File: src/rtl/serial_sub_pkg.sv
// Shared types and defaults for the bit-serial subtractor.
package serial_sub_pkg;

  localparam int DEF_WIDTH = 8;

  typedef enum logic [1:0] {
    IDLE  = 2'd0,
    SHIFT = 2'd1,
    DONE  = 2'd2
  } state_t;

endpackage

File: src/rtl/full_sub_cell.sv
// Single-bit full subtractor: diff = a - b - bin, bout set when a borrow is needed.
module full_sub_cell (
  input  logic a,
  input  logic b,
  input  logic bin,
  output logic diff,
  output logic bout
);

  assign diff = a ^ b ^ bin;
  assign bout = (~a & b) | (~(a ^ b) & bin);

endmodule

File: src/rtl/serial_sub.sv
// Bit-serial WIDTH-bit subtractor (a - b, LSB first, one bit per clock).
// Define SERIAL_SUB_BIN_EN to add a borrow-in port for multi-word chaining.
module serial_sub
  import serial_sub_pkg::*;
#(
  parameter int WIDTH = DEF_WIDTH
) (
  input  logic             clk,
  input  logic             rst_n,
  input  logic             start,
  input  logic [WIDTH-1:0] a,
  input  logic [WIDTH-1:0] b,
`ifdef SERIAL_SUB_BIN_EN
  input  logic             bin,
`endif
  output logic             busy,
  output logic             done,
  output logic [WIDTH-1:0] diff,
  output logic             bout
);

  localparam int CW = $clog2(WIDTH);
  localparam logic [CW-1:0] LAST = CW'(WIDTH - 1);

  state_t           state;
  logic [WIDTH-1:0] sa;
  logic [WIDTH-1:0] sb;
  logic [WIDTH-2:0] res;
  logic [CW-1:0]    cnt;
  logic             br;
  logic             br_init;
  logic             d;
  logic             br_nxt;
  logic [WIDTH-1:0] res_nxt;

`ifdef SERIAL_SUB_BIN_EN
  assign br_init = bin;
`else
  assign br_init = 1'b0;
`endif

  full_sub_cell u_cell (
    .a    (sa[0]),
    .b    (sb[0]),
    .bin  (br),
    .diff (d),
    .bout (br_nxt)
  );

  // New bit enters at the MSB; after the last step this is the whole difference.
  assign res_nxt = {d, res};

  // NOTE: state registers use non-blocking assignments so every flop samples
  // pre-edge values; blocking here would create order-dependent simulation.
  always_ff @(posedge clk or negedge rst_n) begin
    if (!rst_n) begin
      state <= IDLE;
      sa    <= '0;
      sb    <= '0;
      res   <= '0;
      cnt   <= '0;
      br    <= 1'b0;
      busy  <= 1'b0;
      done  <= 1'b0;
      diff  <= '0;
      bout  <= 1'b0;
    end else begin
      done <= 1'b0;
      unique case (state)
        IDLE, DONE: begin
          if (start) begin
            sa    <= a;
            sb    <= b;
            br    <= br_init;
            cnt   <= '0;
            busy  <= 1'b1;
            state <= SHIFT;
          end else begin
            state <= IDLE;
          end
        end
        SHIFT: begin
          sa  <= sa >> 1;
          sb  <= sb >> 1;
          res <= res_nxt[WIDTH-1:1];
          br  <= br_nxt;
          cnt <= cnt + 1'b1;
          if (cnt == LAST) begin
            diff  <= res_nxt;
            bout  <= br_nxt;
            busy  <= 1'b0;
            done  <= 1'b1;
            state <= DONE;
          end
        end
        default: state <= IDLE;
      endcase
    end
  end

endmodule

File: config.mk
export PLATFORM = sky130hd
export DESIGN_NAME = serial_sub
export DESIGN_NICKNAME = d
export VERILOG_FILES = /design/src/rtl/serial_sub_pkg.sv /design/src/rtl/full_sub_cell.sv /design/src/rtl/serial_sub.sv
export SDC_FILE = /design/constraint.sdc
export NUM_CORES = 1
export LEC_CHECK = 0
export ABC_CLOCK_PERIOD_IN_PS = 2150
export CAP_MARGIN = 10
export CORE_MARGIN = 2
export CORE_UTILIZATION = 50
export CTS_BUF_LIST = sky130_fd_sc_hd__clkbuf_16
export DETAILED_ROUTE_END_ITERATION = 6
export GPL_TIMING_DRIVEN = 0
export HOLD_SLACK_MARGIN = 0.05
export PLACE_DENSITY = 0.75
export SYNTH_ARGS = -nofsm -noshare
export SYNTH_HDL_FRONTEND = slang
export SYNTH_SLANG_ARGS = --single-unit
File: constraint.sdc
create_clock -name clk -period 2.15 [get_ports clk]
set_clock_uncertainty 0.1 [all_clocks]
set_input_delay 0.215 -clock clk [delete_from_list [all_inputs] [get_ports clk]]
set_output_delay 0.215 -clock clk [all_outputs]
set_load 0.03 [all_outputs]
Word-level counts from Yosys, hierarchy flattened. Cells that the tools add are included.

Word-level logic and storage cells: 45. Output and inout port bits: 11. Input port bits: 19. Flip-flop bits (word level): 40.

Bitwise logic cells: 7. Reduce and logical (&&, ||, !) cells: 6. Equal/unequal tests: 5. $add $sub $neg: 1. Multiplexer cells: 16.

Operators by type and width (count): $pmux 8 s2 (2); $mux 8 (2); $mux 1 (6); $pmux 3 s2 (1); $ne 2x2->1 const B (2); $pmux 1 s2 (2); $pmux 2 s2 (1); $reduce_and 2->1 (2); $add 3x1->3 const B (1); $eq 3x3->1 const B (1); $mux 3 (1); $reduce_and 3->1 (1); $and 1x1->1 (2); $eq 2x1->1 const B (1); $eq 2x2->1 const B (1); $logic_not 2->1 (1); $mux 2 (1); $not 1->1 (2); $reduce_bool 2->1 (1); $reduce_or 2->1 (1); $xor 1x1->1 (2); $or 1x1->1 (1).

Longest topological paths before layout.
Word-level depth: 5. Depth in mapped cells: 6. Gate-level depth less buffers: 5.

Hierarchy. A second synthesis with hierarchy kept.

Cells, all modules: 139. Area, all modules: 1963.1 um^2.

By module, submodules not included: serial_sub (sequential area each 1001.0 um^2, area each 1931.9 um^2, instances 1, cells each 135); full_sub_cell (sequential area each 0.0 um^2, area each 31.3 um^2, instances 1, cells each 4).

Least setup slack after synthesis. OpenSTA, ideal clock, no wires.

Kind: register to register. From: register cnt[0]. To: register diff[0]. Buffers on the path: 1. Clock period less this slack: 1.536 ns. Slack: 0.614 ns. Arrival: 1.311 ns. Library setup time: 0.125 ns. Required time: 1.925 ns. Cell stages (with the launch flop): 6. Cell sequence: dfrtp_1 -> ha_1 -> ha_1 -> nand3b_4 -> buf_6 -> mux2_4.

Cells in the longest elaborated chain, start to end: 2.

Ends and longest elaborated chain: start: declaration (RTL line serial_sub.sv:29) `logic [CW-1:0] cnt;`; start signal: assignment (RTL line serial_sub.sv:87) `cnt <= cnt + 1'b1;`; $eq 3x3->1 (RTL line serial_sub.sv:88) `if (cnt == LAST) begin`; $reduce_and 2->1 (no line); end signal: assignment (RTL line serial_sub.sv:89) `diff <= res_nxt;`; end: declaration (RTL line serial_sub.sv:18) `output logic [WIDTH-1:0] diff,`.

No other way between the ends. A chain may end at the register's enable or synchronous reset.

Final worst setup path. Same ends and word-level chain as after synthesis.

==> impl_metrics.tcl <==
set metrics [dict create \
    ys_seq_area_share_pct 53.9 \
    grt_start_max_net_pins 41 \
    slew_viol_final 0 \
    fp-row-count 22 \
    layout.nets 224 \
    vias 1355 \
    gr-total-overflow 0 \
    synth-seq-cells 40 \
    drc_errors 0 \
    clkTransAtPathRegs_ns 0.06 \
    drtIter0Drc 93 \
    antenna_found_initial 0 \
    dp_cells 242 \
    clk_latency_ns 0.28 \
    post_drt_wl_per_cell_um 14.3 \
    synth_cell_types 25 \
    finalSetupViolCount 0 \
    synth_area_per_cell_um2 11.3 \
    cp-end-kind "flop" \
    cts_root_buf "clkbuf_16" \
    gp_congestion 0.741 \
    grt_pass1_wl_um 6030 \
    netlist_instances 165 \
    clockBufferDepth 2 \
    critPathMaxFanout 10 \
    min_period_ns 1.65 \
    finalCritPeriodShare_pct 76.7 \
    leakage_nw 1.07 \
    initial_core_util_pct 51.5 \
    hold_violations 0 \
    worst-setup-path-type "flop to flop" \
    max-slew-margin-rel_pct 41.5 \
    status "completed" \
    grt_usage_pct 18.8 \
    synth_area_um2 1860 \
    start_kind "flop" \
    fillers 297 \
    synth_edf_count 0 \
    htree_num_levels 2 \
    hold_path_class "flop to flop" \
    ctsHoldBuffers 1 \
    max_slew.worst_pin.slew_ns 0.878 \
    cts_setup_buffers 0 \
    cts_resized 0 \
    io_buffers 29 \
    dp_hpwl_um 2560 \
    syn2layout_area_growth_pct 26.6 \
    p_per_area_nw_per_um2 1470 \
    ant_nets 0 \
    cts.sinks 40 \
    synth_nets 187 \
    max_freq_mhz 606 \
    core_area_um2 3610 \
    worstPathArrival_ns 1.72 \
    stdcell_count 251 \
    cts_made_buffers 5 \
    worst_hold_slack_ns 0.395 \
    die_h_um 65.0 \
    async_flop_share_pct 100 \
    grt_pass1_vias 1366 \
    drt-total-wl_um 3600 \
    required_ns 2.22 \
    dominantRegCellSynth "dfrtp_1" \
    vdd_ir_drop_max_mv 0.677 \
    ys_warn_count 0 \
    antennaDiodeCount 0 \
    ioPinCount 30 \
    cap_violations 0 \
    dieArea_um2 4220 \
    cts_tree "built" \
    viasPerCell 5.40 \
    drive_gt1_share_pct 13.8 \
    rsz0062_at_grt "false" \
    die_width_um 65.0 \
    drtPass1Iterations 4 \
]
layout by cell type (no fill, tap or decap), drive strengths merged:
cell type	n
dfrtp	40
clkdlybuf4s50	28
nand2	23
mux2i	13
nor2b	11
a21oi	11
a211oi	10
mux2	10
buf	10
o21ai	6
clkbuf	6
inv	5
nor2	5
nand3	4
a22o	3
o22ai	3
nor3	3
clkinv	3
nand2b	2
ha	2
nand3b	1
and2b	1
a22oi	1
fa	1
dlygate4sd3	1
through the flow:
stage / setup TNS, ns / total power, mW / util [%] / setup slack [ns] / cell area, um2
after floorplan: 0 / 2.31 / - / 0.614 / 1860
after global placement: -5.48 / 2.69 / 61.2 / -0.139 / 2210
after detailed placement: 0 / 2.78 / 61.1 / 0.388 / 2200
after CTS: 0 / 3.49 / 65.2 / 0.492 / 2350
after global routing: 0 / 3.70 / 65.2 / 0.456 / 2350
final: 0 / 3.47 / 65.2 / 0.501 / 2350
Yosys cell counts, types with 4 or more instances:
cell       n  share of area, %
a211oi_1  10               4.0
a21oi_1   11               3.0
buf_2      5               1.3
dfrtp_1   40                54
inv_1      5               1.0
mux2_2     4               2.4
mux2_4     6               4.8
mux2i_1   13               7.0
nand2_1   23               4.6
nand3_1    4               1.1
nor2_1     5               1.0
nor2b_1   11               3.7
o21ai_0    6               1.6
per-layer routing:
metal | vias up | track usage [%] | wire length [um]
li1 | 643 | - | -
met4 | 0 | 5.32 | 37
met2 | 38 | 33.5 | 1890
met5 | - | 0 | 0
met1 | 671 | 21.8 | 1510
met3 | 3 | 5.38 | 165
critical path: stages (launching register included):
cell	delay, ns
dfrtp_1	0.40
ha_1	0.21
ha_1	0.24
nand3b_4	0.12
buf_6	0.16
mux2_4	0.31
logic make-up after synthesis:
kind of cell / after synthesis / share of synthesized area [%]
AND/OR/NAND/NOR: 50 / 13.4
flip-flops: 40 / 53.9
AO/OA/AOI/OAI: 34 / 11.4
multiplexers: 23 / 14.3
buffers and inverters: 15 / 4.58
adder cells (fa/ha/maj): 3 / 2.42
final cells by class:
cell class	instances	area [um2]	area share, %
Tap cell	48	60.1	2.55
Sequential cell	40	1000	42.6
Inverter	5	18.8	0.798
Timing Repair Buffer	30	295	12.6
Multi-Input combinational cell	110	772	32.8
Clock buffer	5	125	5.32
Buffer	10	66.3	2.82
Clock inverter	3	13.8	0.585
state kept, by name (all words and copies together) (netlist names):
name,flops
diff,8
done,1
busy,1
cnt,3
sb,8
res,7
sa,8
state,2
br,1
bout,1
worst paths after layout:
| check | start | end | slack [ns] | cells after the start |
|---|---|---|---|---|
| max | cnt[0] | diff[0] | 0.50 | 5 |
| min | res[0] | res[0] | 0.40 | 2 |
| max reg2reg | cnt[0] | diff[0] | 0.50 | 5 |
| min reg2reg | res[0] | res[0] | 0.40 | 2 |
| max in group asynchronous | rst_n | sa[3] | 0.91 | 2 |
| min in group asynchronous | rst_n | diff[6] | 0.49 | 2 |
power by group:
part / internal, mW / switching [mW]
logic: 0.686 / 0.732
registers: 1.10 / 0.239
clock network: 0.421 / 0.289
total: 2.21 / 1.26
No activity file was read; power rests on OpenSTA's default activity.
